--- config.mk ---
export PLATFORM = sky130hd
export DESIGN_NAME = fpu_ss_mem_responder
export DESIGN_NICKNAME = d
export VERILOG_FILES = /design/src/rtl/fpu_ss_mem_responder.sv
export SDC_FILE = /design/constraint.sdc
export NUM_CORES = 1
export LEC_CHECK = 0
export BUFFER_PORTS_ARGS = -buffer_cell sky130_fd_sc_hd__buf_2
export CAP_MARGIN = 10
export CORE_AREA = 2 2 89 91
export CTS_CLUSTER_SIZE = 16
export DETAILED_ROUTE_END_ITERATION = 7
export DIE_AREA = 0 0 91 93
export GPL_TIMING_DRIVEN = 0
export PLACE_DENSITY_LB_ADDON = 0.1
export SYNTH_ARGS = -nofsm -noshare
export SYNTH_HDL_FRONTEND = slang
export SYNTH_SLANG_ARGS = --single-unit
--- constraint.sdc ---
create_clock -name clk_i -period 2.1 [get_ports clk_i]
set_clock_uncertainty 0.15 [all_clocks]
set_input_delay 0.42 -clock clk_i [delete_from_list [all_inputs] [get_ports clk_i]]
set_output_delay 0.42 -clock clk_i [all_outputs]
set_load 0.02 [all_outputs]
--- src/rtl/fpu_ss_mem_responder.sv ---
// fpu_ss_mem_responder
//
// Core-side responder for the X-interface memory request/result channels.
// Coprocessor load/store requests are forwarded to the core's OBI data port,
// and exactly one in-order memory result is returned per accepted request.
// Up to DEPTH accepted requests may be outstanding. Misaligned word accesses
// never reach the bus; they are answered locally as exceptions.
//
// Ports:
//   clk_i, rst_ni               clock, asynchronous active-low reset
//   x_mem_valid_i/ready_o       request handshake (accept = valid & ready)
//   x_mem_req_*_i               request id, address, we, be, wdata, spec, last
//   x_mem_resp_*_o              same-cycle response: valid, exc, exccode
//   x_mem_result_*_o            in-order result: valid, id, rdata, err
//   data_req_o ... data_be_o    OBI request channel
//   data_gnt_i ... data_rdata_i OBI grant and response channel
module fpu_ss_mem_responder #(
    parameter int unsigned DEPTH = 2,
    parameter int unsigned ID_W  = 4
) (
    input  logic            clk_i,
    input  logic            rst_ni,
    input  logic            x_mem_valid_i,
    output logic            x_mem_ready_o,
    input  logic [ID_W-1:0] x_mem_req_id_i,
    input  logic [31:0]     x_mem_req_addr_i,
    input  logic            x_mem_req_we_i,
    input  logic [3:0]      x_mem_req_be_i,
    input  logic [31:0]     x_mem_req_wdata_i,
    input  logic            x_mem_req_spec_i,
    input  logic            x_mem_req_last_i,
    output logic            x_mem_resp_valid_o,
    output logic            x_mem_resp_exc_o,
    output logic [5:0]      x_mem_resp_exccode_o,
    output logic            x_mem_result_valid_o,
    output logic [ID_W-1:0] x_mem_result_id_o,
    output logic [31:0]     x_mem_result_rdata_o,
    output logic            x_mem_result_err_o,
    output logic            data_req_o,
    output logic            data_we_o,
    output logic [31:0]     data_addr_o,
    output logic [31:0]     data_wdata_o,
    output logic [3:0]      data_be_o,
    input  logic            data_gnt_i,
    input  logic            data_rvalid_i,
    input  logic            data_err_i,
    input  logic [31:0]     data_rdata_i
);

    localparam int unsigned CNT_W = $clog2(DEPTH + 1);
    localparam int unsigned PTR_W = (DEPTH > 1) ? $clog2(DEPTH) : 1;
    localparam logic [CNT_W-1:0] DEPTH_C = CNT_W'(DEPTH);
    localparam logic [PTR_W-1:0] LAST_PTR = PTR_W'(DEPTH - 1);

    // Outstanding-transaction FIFO: {id, we, exc} per entry
    logic [ID_W-1:0]  id_q [DEPTH];
    logic [DEPTH-1:0] we_q;
    logic [DEPTH-1:0] exc_q;
    logic [PTR_W-1:0] wptr_q, wptr_d;
    logic [PTR_W-1:0] rptr_q, rptr_d;
    logic [CNT_W-1:0] cnt_q, cnt_d;

    logic misaligned_s, full_s, empty_s, exc_pend_s;
    logic bus_req_s, accept_s, pop_s;
    logic res_valid_s, res_err_s;
    logic [ID_W-1:0] res_id_s;
    logic [31:0] res_rdata_s;
    logic unused_s;

    // Pointer advance, wrapping modulo DEPTH (DEPTH need not be a power of 2)
    function automatic logic [PTR_W-1:0] ptr_inc(input logic [PTR_W-1:0] p);
        if (p == LAST_PTR) begin
            return {PTR_W{1'b0}};
        end else begin
            return p + PTR_W'(1);
        end
    endfunction

    assign unused_s = x_mem_req_spec_i ^ x_mem_req_last_i;

    // Request acceptance, bus request and result selection
    always_comb begin
        misaligned_s = (x_mem_req_addr_i[1:0] != 2'b00) && (x_mem_req_be_i == 4'hF);
        full_s       = (cnt_q == DEPTH_C);
        empty_s      = (cnt_q == {CNT_W{1'b0}});
        exc_pend_s   = !empty_s && exc_q[rptr_q];

        bus_req_s = x_mem_valid_i && !misaligned_s && !full_s && !exc_pend_s;
        // A misaligned access waits until all bus traffic has drained so its
        // exception result lands in program order without a bus round trip.
        if (misaligned_s) begin
            accept_s = x_mem_valid_i && empty_s;
        end else begin
            accept_s = bus_req_s && data_gnt_i;
        end

        res_valid_s = 1'b0;
        res_err_s   = 1'b0;
        res_id_s    = {ID_W{1'b0}};
        res_rdata_s = 32'h0000_0000;
        if (exc_pend_s) begin
            // rvalid cannot legitimately arrive here: nothing is on the bus
            res_valid_s = 1'b1;
            res_err_s   = 1'b1;
            res_id_s    = id_q[rptr_q];
        end else if (data_rvalid_i && !empty_s) begin
            res_valid_s = 1'b1;
            res_err_s   = data_err_i;
            res_id_s    = id_q[rptr_q];
            if (we_q[rptr_q] || data_err_i) begin
                res_rdata_s = 32'h0000_0000;
            end else begin
                res_rdata_s = data_rdata_i;
            end
        end else begin
            // stray rvalid with nothing outstanding is dropped
            res_valid_s = 1'b0;
        end
        pop_s = res_valid_s;

        case ({accept_s, pop_s})
            2'b10:   cnt_d = cnt_q + CNT_W'(1);
            2'b01:   cnt_d = cnt_q - CNT_W'(1);
            default: cnt_d = cnt_q;
        endcase

        if (accept_s) begin
            wptr_d = ptr_inc(wptr_q);
        end else begin
            wptr_d = wptr_q;
        end
        if (pop_s) begin
            rptr_d = ptr_inc(rptr_q);
        end else begin
            rptr_d = rptr_q;
        end
    end

    // Count and pointer registers
    always_ff @(posedge clk_i or negedge rst_ni) begin
        if (!rst_ni) begin
            cnt_q  <= {CNT_W{1'b0}};
            wptr_q <= {PTR_W{1'b0}};
            rptr_q <= {PTR_W{1'b0}};
        end else begin
            cnt_q  <= cnt_d;
            wptr_q <= wptr_d;
            rptr_q <= rptr_d;
        end
    end

    // FIFO entry storage, written on accept
    always_ff @(posedge clk_i or negedge rst_ni) begin
        if (!rst_ni) begin
            for (int i = 0; i < int'(DEPTH); i++) begin
                id_q[i] <= {ID_W{1'b0}};
            end
            we_q  <= {DEPTH{1'b0}};
            exc_q <= {DEPTH{1'b0}};
        end else if (accept_s) begin
            id_q[wptr_q]  <= x_mem_req_id_i;
            we_q[wptr_q]  <= x_mem_req_we_i;
            exc_q[wptr_q] <= misaligned_s;
        end
    end

    assign x_mem_ready_o        = accept_s;
    assign x_mem_resp_valid_o   = accept_s;
    assign x_mem_resp_exc_o     = accept_s && misaligned_s;
    assign x_mem_resp_exccode_o = (accept_s && misaligned_s) ?
                                  (x_mem_req_we_i ? 6'd6 : 6'd4) : 6'd0;

    assign x_mem_result_valid_o = res_valid_s;
    assign x_mem_result_id_o    = res_id_s;
    assign x_mem_result_rdata_o = res_rdata_s;
    assign x_mem_result_err_o   = res_err_s;

    // Bus fields follow the request but read as 0 while no request is offered
    assign data_req_o   = bus_req_s;
    assign data_we_o    = x_mem_valid_i && x_mem_req_we_i;
    assign data_addr_o  = x_mem_valid_i ? x_mem_req_addr_i  : 32'h0000_0000;
    assign data_wdata_o = x_mem_valid_i ? x_mem_req_wdata_i : 32'h0000_0000;
    assign data_be_o    = x_mem_valid_i ? x_mem_req_be_i    : 4'h0;

endmodule

==> flow_metrics.tcl, run 1 <==
set metrics [dict create \
    synth_area_leader_cell "and2_1" \
    grt_max_degree 17 \
    crit_cells 7 \
    crit_fanout 5 \
    crit_path_frequent_cell "buf_6" \
    grt_pass1_vias 2781 \
    floorplan.initialDensity 0.269 \
    netlist.area_leader.share 0.325 \
    syn_to_final_growth_pct 99.0 \
    grt_overflow 0 \
    vias_per_cell 4.57 \
    ys_seq_area_frac 0.198 \
    dp_hpwl_um 7210 \
    power_mw 3.55 \
    final-seq-area_sq_um 403 \
    whs_endpoint "id_q[5]" \
    wl_per_cell_um 15.5 \
    grt_setup_unrepaired "yes" \
    min_path_cells 1 \
    drcViolationCount 0 \
    die_width_um 91 \
    peakVddDrop_uv 357 \
    drt-total-wl_um 9830 \
    drt-initial-drc-count 83 \
    synthDistinctLibCells 35 \
    core.rowCount 32 \
    ant_nets 0 \
    io_buffer_count 223 \
    syn-cell-area_sq_um 2020 \
    drv_cap 0 \
    coreArea_sq_um 7530 \
    synth_seq_cells 16 \
    max_freq_ghz 0.413 \
    timing.final.ws_setup_ns -0.324 \
    busiest_layer "met2" \
    fin_nets 644 \
    cts_made_buffers 3 \
    fillerInstances 772 \
    crit_path_end_kind "output port" \
    crit_path_start_kind "flip-flop" \
    cts_sinks 16 \
    cts_tree "yes" \
    r2r-start "rptr_q" \
    r2r_slack_ns 0.01 \
    track_usage 0.208 \
    slowest_delay_ns 0.40 \
    met3_usage 0.0798 \
    status "finished with violations" \
    htree_num_levels 1 \
    fin_crit_sh 1.15 \
    netlist_top_cells_area "and2_1 32%, dfrtp_1 20%, mux2i_1 7.4%" \
    period_needed_ns 2.42 \
    multi_input_area_sq_um 1630 \
    worstHoldStart "id_q[5]" \
    io_pins 230 \
    required_ns 1.53 \
    crit_family "flip-flops" \
    synth_area_per_cell_sq_um 7.38 \
    via_count 2901 \
    cts_root_buf "clkbuf_8" \
    worst_skew_pair.late_latency_ns 0.26 \
    clock_path_buffers 2 \
    use_met1 0.228 \
    worstPathCellList "mux2i_4, nand4b_1, a211oi_4, buf_6, buf_6, and2_4, buf_6" \
    antenna_found_initial 4 \
    gp_congestion 0.795 \
    pre_cts_slack_ns -0.585 \
    reg2reg_depth 10 \
    setup_viol 41 \
    r2r-end "cnt_q[1]" \
    use_met2 0.375 \
    die_y_um 93 \
    drive_above_1_share 0.612 \
    hold_viol_final 0 \
    path_buf_inv 3 \
    yosys_warnings 0 \
    slowest_stage "dfrtp_2" \
    clk_pin_slew_ns 0.07 \
    grt_pass1_wl_um 14100 \
    whs_ns 0.394 \
    maxSlewViolCount 0 \
    dpl-instance-area_sq_um 3280 \
    worstPathArrival_ns 1.85 \
    tns_ns -11.28 \
    hold_path.class "flip-flop to flip-flop" \
    power.density_nw_per_um2 883 \
    violations "negative setup slack" \
    crit_type "flip-flop to output port" \
    finalInstanceArea_sq_um 4020 \
    power.leakage_nw 2.17 \
    dieArea_sq_um 8460 \
    synthCells 274 \
    firstDrtPassIters 4 \
]
-- cell usage after synthesis --
library cell	number
and3_1	1
nor2_2	1
a22oi_4	1
buf_2	4
mux2i_4	1
or2_2	1
nand2_1	15
nand4_1	2
ha_1	1
or2_1	1
clkbuf_1	19
nor4_1	1
buf_4	6
conb_1	1
a211o_1	10
and2b_1	1
nand2b_1	2
xor2_1	1
a31oi_1	1
or3_2	1
buf_6	2
inv_1	1
xnor2_1	3
nand4b_1	1
o211ai_1	10
nor2b_1	1
o21ai_0	14
dfrtp_1	16
and2_1	105
mux2i_1	15
a21oi_1	14
a211oi_2	1
or2b_1	1
nor2_1	8
nand3_1	11
-- per-layer routing --
layer / part of all wire / routed length (um)
met5: 0.0013 / 13
met4: 0.019 / 186
met3: 0.11 / 1090
met2: 0.50 / 4910
met1: 0.37 / 3620
-- flip-flops by register name, indices dropped and copies added (netlist names) --
signal and count:
exc_q 2, cnt_q 2, wptr_q 1, rptr_q 1
we_q 2, id_q 8
-- power by group --
part           switching [mW]  total, mW  internal (mW)
Clock                   0.122      0.288          0.167
Combinational            1.27       2.62           1.34
Sequential              0.179      0.649          0.469
Total                    1.57       3.55           1.98
-- worst max-delay path by stage --
stage / end / from / slack [ns]
finish: x_mem_result_rdata_o[20] / rptr_q / -0.32
CTS: x_mem_result_rdata_o[0] / rptr_q / -0.36
global placement: data_req_o / x_mem_req_addr_i[1] / -0.56
global route: x_mem_result_rdata_o[11] / rptr_q / -0.42
floorplan: x_mem_resp_valid_o / x_mem_req_be_i[2] / -0.03
detailed placement: data_req_o / x_mem_req_addr_i[1] / -0.58
-- per-stage QoR --
step | util | instances
finish | 0.535 | 635
global route | 0.534 | 633
CTS | 0.493 | 620
detailed placement | 0.436 | 602
global placement | 0.436 | 602
floorplan | - | 277
-- cells in the final DEF (no fill, tap or decap), types with 2 or more instances in the layout --
| cell | instances |
|---|---|
| o211ai_1 | 10 |
| mux2i_1 | 14 |
| clkbuf_1 | 11 |
| nor2_4 | 2 |
| nor2_1 | 5 |
| nand2_1 | 14 |
| o21ai_0 | 14 |
| dfrtp_2 | 2 |
| dfrtp_1 | 14 |
| buf_4 | 21 |
| nand4_1 | 2 |
| and2_1 | 71 |
| buf_6 | 55 |
| xnor2_1 | 2 |
| clkbuf_2 | 4 |
| conb_1 | 4 |
| or2_4 | 2 |
| buf_2 | 185 |
| nor2_2 | 2 |
| nand3_1 | 11 |
| a21oi_1 | 13 |
| clkbuf_8 | 4 |
| diode_2 | 4 |
| nand2b_1 | 2 |
| a211o_1 | 10 |
| and2_4 | 34 |
-- kinds of logic after synthesis --
group,count (synthesis),share of synthesized area
AND/OR/NAND/NOR,153,0.441
AO/OA/AOI/OAI,51,0.170
flip-flops,16,0.198
buffers and inverters,32,0.0804
multiplexers,16,0.0854
adder cells (fa/ha/maj),1,0.00619
XOR/XNOR,4,0.0173
other,1,0.00185
-- cell type report --
cell class / instances / share of cell area
multi-input cells: 229 / 0.405
repair buffers: 251 / 0.400
flip-flops and latches: 16 / 0.100
plain buffers: 28 / 0.0463
well taps: 102 / 0.0317
clock buffers: 4 / 0.0137
diodes: 4 / 0.00249
inverters: 1 / 0.000933
-- what timing repair did --
item,4_1_cts,5_1_grt
pin swaps,10,35
buffers inserted,13,11
hold buffers,1,0
setup endpoints to repair,69,51
cloned,2,1
gates resized for setup,92,68
endpoints found under the hold margin,16,0
Power figures use the tool's default switching activity.
==> run 2, diff against run 1 <==
CAP_MARGIN = not set   (was 10)
SKIP_CTS_REPAIR_TIMING = 1   (was not set)
==> flow_metrics.tcl, run 2 (same netlist as run 1, synthesis figures left out) <==
set metrics [dict create \
    grt_max_degree 17 \
    ant_nets 0 \
    hold_viol_final 0 \
    via_count 2889 \
    grt_pass1_wl_um 13300 \
    firstDrtPassIters 4 \
    cts_sinks 16 \
    max_freq_ghz 0.399 \
    hold_path.class "flip-flop to flip-flop" \
    io_buffer_count 223 \
    antenna_found_initial 4 \
    period_needed_ns 2.51 \
    drt-initial-drc-count 116 \
    r2r-start "rptr_q" \
    crit_fanout 4 \
    grt_overflow 0 \
    wl_per_cell_um 15.3 \
    layout_common_cells "182 x buf_2, 73 x and2_1, 48 x buf_6, 32 x and2_4, 27 x buf_4" \
    power.leakage_nw 2.16 \
    drt-total-wl_um 9650 \
    worstHoldStart "id_q[4]" \
    required_ns 1.53 \
    worstPathArrival_ns 1.94 \
    crit_path_start_kind "flip-flop" \
    track_usage 0.197 \
    cts_made_buffers 3 \
    syn_to_final_growth_pct 97.7 \
    fillerInstances 787 \
    pre_cts_slack_ns -0.585 \
    whs_endpoint "id_q[4]" \
    clock_path_buffers 2 \
    vias_per_cell 4.57 \
    setup_viol 40 \
    maxSlewViolCount 0 \
    gp_congestion 0.795 \
    fin_nets 641 \
    reg2reg_depth 11 \
    grt_setup_unrepaired "yes" \
    drcViolationCount 0 \
    regMostFlops "id_q" \
    r2r-end "cnt_q[1]" \
    peakVddDrop_uv 360 \
    mostFrequentLayoutCell "buf_2" \
    grt_pass1_vias 2589 \
    worst_skew_pair.late_latency_ns 0.26 \
    crit_path_end_kind "output port" \
    htree_num_levels 1 \
    core.rowCount 32 \
    coreArea_sq_um 7530 \
    cts_root_buf "clkbuf_8" \
    r2r_slack_ns -0.03 \
    clk_pin_slew_ns 0.07 \
    fin_crit_sh 1.19 \
    drv_cap 0 \
    status "finished with violations" \
    cts_tree "yes" \
    timing.final.ws_setup_ns -0.405 \
    power.density_nw_per_um2 894 \
    crit_type "flip-flop to output port" \
    die_width_um 91 \
    dp_hpwl_um 7210 \
    tns_ns -12.89 \
    dieArea_sq_um 8460 \
    violations "negative setup slack" \
    power_mw 3.58 \
    die_y_um 93 \
    largest_reg_flops 8 \
    whs_ns 0.393 \
    io_pins 230 \
    min_path_cells 1 \
    floorplan.initialDensity 0.269 \
    drive_above_1_share 0.612 \
]
-- run 2: cell count changes in the layout (fill, tap and decap cells not counted), moves of 2 or more --
cell,delta
buf_6,-7
buf_4,+6
nor2_1,-4
nor2_4,+4
buf_2,-3
and2_1,+2
and2_4,-2
-- run 2: area by class of cell --
cell class                 count  area [sq um]  area share
sequential                    16           402       0.100
buffer                        29           194      0.0485
timing repair buffer         247          1560       0.391
antenna                        4          10.0     0.00250
clock buffer                   4          55.1      0.0138
multi-input combinational    229          1640       0.411
inverter                       1          3.75    0.000939
tap                          102           128      0.0319
-- run 2: how the worst max path moves through the flow --
| stage | startpoint | to | cells past startpoint |
|---|---|---|---|
| 6_report | rptr_q | x_mem_resp_valid_o | 9 |
| 5_1_grt | rptr_q | x_mem_result_rdata_o[18] | 8 |
| 4_1_cts | cnt_q[0] | x_mem_result_rdata_o[20] | 7 |
| 3_5_place_dp | x_mem_req_addr_i[1] | data_req_o | 8 |
| 3_3_place_gp | x_mem_req_addr_i[1] | data_req_o | 8 |
| 2_1_floorplan | x_mem_req_be_i[2] | x_mem_resp_valid_o | 6 |
-- run 2: stage by stage --
step,instances,utilization,area [sq um]
after CTS,606,0.443,3340
after global placement,602,0.436,3280
after detailed placement,602,0.436,3280
after floorplan,277,-,2040
after global routing,630,0.530,3990
final,632,0.531,4000
-- run 2: critical path, cell delays in order, from the launching register on --
cell     delay (ns)
dfrtp_1        0.37
buf_6          0.13
mux2i_4        0.18
buf_4          0.16
a22oi_4        0.20
buf_8          0.14
mux2i_2        0.06
and2_4         0.17
buf_4          0.12
buf_4          0.15
-- run 2: routing by layer --
| layer | global-route usage | part of all wire |
|---|---|---|
| met4 | 0.0404 | 0.015 |
| met1 | 0.225 | 0.37 |
| met2 | 0.350 | 0.50 |
| met3 | 0.0774 | 0.11 |
| met5 | 0 | 0.0017 |
-- run 2: where the power goes --
part	total, mW	internal (mW)	switching, mW
Combinational	2.64	1.34	1.30
Clock	0.290	0.167	0.123
Sequential	0.642	0.467	0.175
Total	3.58	1.97	1.60
==> run 3, diff against run 2 <==
SETUP_SLACK_MARGIN = 0.1   (was not set)
==> flow_metrics.tcl, run 3 (same netlist as run 1, synthesis figures left out) <==
set metrics [dict create \
    status "finished with violations" \
    violations "negative setup slack" \
    worstPathArrival_ns 1.95 \
    ant_nets 0 \
    maxSlewHeadroom 0.657 \
    cts_made_buffers 3 \
    worstPathCellList "buf_6, mux2i_4, nand4b_1, a211oi_4, buf_6, buf_6, and2_4, buf_6" \
    grt_pass1_wl_um 13200 \
    cts_sinks 16 \
    crit_path_start_kind "flip-flop" \
    dp_hpwl_um 7000 \
    met1Wirelength_um 3650 \
    vias_per_cell 4.62 \
    power.density_nw_per_um2 907 \
    tns_ns -13.68 \
    fin_crit_sh 1.20 \
    slowest_delay_ns 0.34 \
    cts_root_buf "clkbuf_8" \
    crit_type "flip-flop to output port" \
    io_pins 230 \
    max_freq_ghz 0.398 \
    maxSlewViolCount 0 \
    utilization 0.544 \
    gp_congestion 0.846 \
    syn_to_final_growth_pct 103 \
    top_layer "met4" \
    die_width_um 91 \
    largest_reg_flops 8 \
    cts_tree "yes" \
    mostFrequentLayoutCell "buf_2" \
    setup_viol 40 \
    drive_above_1_share 0.623 \
    antenna_found_initial 0 \
    worst_pin_slew_ns 0.515 \
    die_y_um 93 \
    grt_setup_unrepaired "yes" \
    worst_skew_pair.late_latency_ns 0.26 \
    slowest_stage "dfrtp_1" \
    n_antenna_cell 0 \
    hold_viol_final 0 \
    pre_cts_slack_ns -0.341 \
    grt_overflow 0 \
    io_buffer_count 223 \
    crit_path_end_kind "output port" \
    timing.final.ws_setup_ns -0.415 \
    final_cells 630 \
    place_inst 602 \
    track_usage 0.193 \
    crit_fanout 8 \
    drv_cap 0 \
    core.rowCount 32 \
    crit_family "buffers and inverters" \
    dr_wl_met2_um 4910 \
    htree_num_levels 1 \
    grt_max_degree 17 \
    wl_met3_um 715 \
    power.leakage_nw 2.21 \
    dieArea_sq_um 8460 \
    clock_path_buffers 2 \
    hold_path.class "flip-flop to flip-flop" \
    drt-initial-drc-count 140 \
    crit_path_frequent_cell "buf_6" \
    firstDrtPassIters 4 \
    fillerInstances 750 \
    peakVddDrop_uv 464 \
    layout_common_cells "184 x buf_2, 73 x and2_1, 53 x buf_6, 31 x and2_4, 21 x buf_4" \
    floorplan.initialDensity 0.269 \
    path_buf_inv 4 \
    clk_pin_slew_ns 0.07 \
    via_count 2909 \
    drcViolationCount 0 \
    fin_nets 643 \
    regMostFlops "id_q" \
    required_ns 1.53 \
    wl_per_cell_um 14.9 \
    grt_pass1_vias 2584 \
    drt-total-wl_um 9370 \
    coreArea_sq_um 7530 \
    period_needed_ns 2.52 \
]
-- run 3: cell count changes in the layout (fill, tap and decap cells not counted), moves of 2 or more --
cell,before,now
buf_8,1,4
buf_6,48,53
xnor2_1,3,1
buf_4,27,21
buf_2,182,184
diode_2,4,0
xnor2_2,0,2
clkbuf_1,10,7
-- run 3: per-layer routing --
metal,global-route usage,vias to the layer above
met2,0.357,158
met4,0.0404,0
met1,0.232,1330
li1,-,1412
met5,0,-
met3,0.0379,9
-- run 3: final timing paths --
kind,from,to,slack [ns],depth (start not counted)
max in group asynchronous,rst_ni,cnt_q[0],1.01,2
min in group asynchronous,rst_ni,id_q[2],0.48,2
min reg2reg,cnt_q[1],cnt_q[1],0.39,1
max,rptr_q,x_mem_result_rdata_o[9],-0.42,8
min,cnt_q[1],cnt_q[1],0.39,1
max reg2reg,rptr_q,cnt_q[1],-0.04,12
-- run 3: where the power goes --
part	total [mW]	switching [mW]	internal, mW
Sequential	0.638	0.171	0.467
Clock	0.281	0.115	0.167
Combinational	2.80	1.37	1.43
-- run 3: cell type report --
class                           instances  area (sq um)  area share
Sequential cell                        16           402      0.0980
Buffer                                 31           239      0.0583
Inverter                                1          6.26     0.00153
Tap cell                              102           128      0.0311
Multi-Input combinational cell        229          1680       0.409
Clock buffer                            4          55.1      0.0134
Timing Repair Buffer                  247          1590       0.388
-- run 3: per-stage QoR --
stage	total power, mW	instance area, sq um	hold WS [ns]
final	3.72	4100	0.387
after global routing	3.97	4100	0.408
after floorplan	1.98	2100	-0.0256
after CTS	2.86	3400	-0.0512
after global placement	2.55	3340	0.226
after detailed placement	2.57	3340	0.221
-- run 3: worst register-to-register path, delay by kind of cell (launching register included) --
kind                     cells  cell delay, ns
buffers and inverters        4            0.53
adder cells (fa/ha/maj)      1            0.16
flip-flops                   1            0.34
AO/OA/AOI/OAI                1            0.06
AND/OR/NAND/NOR              2            0.10
XOR/XNOR                     2            0.27
multiplexers                 2            0.44
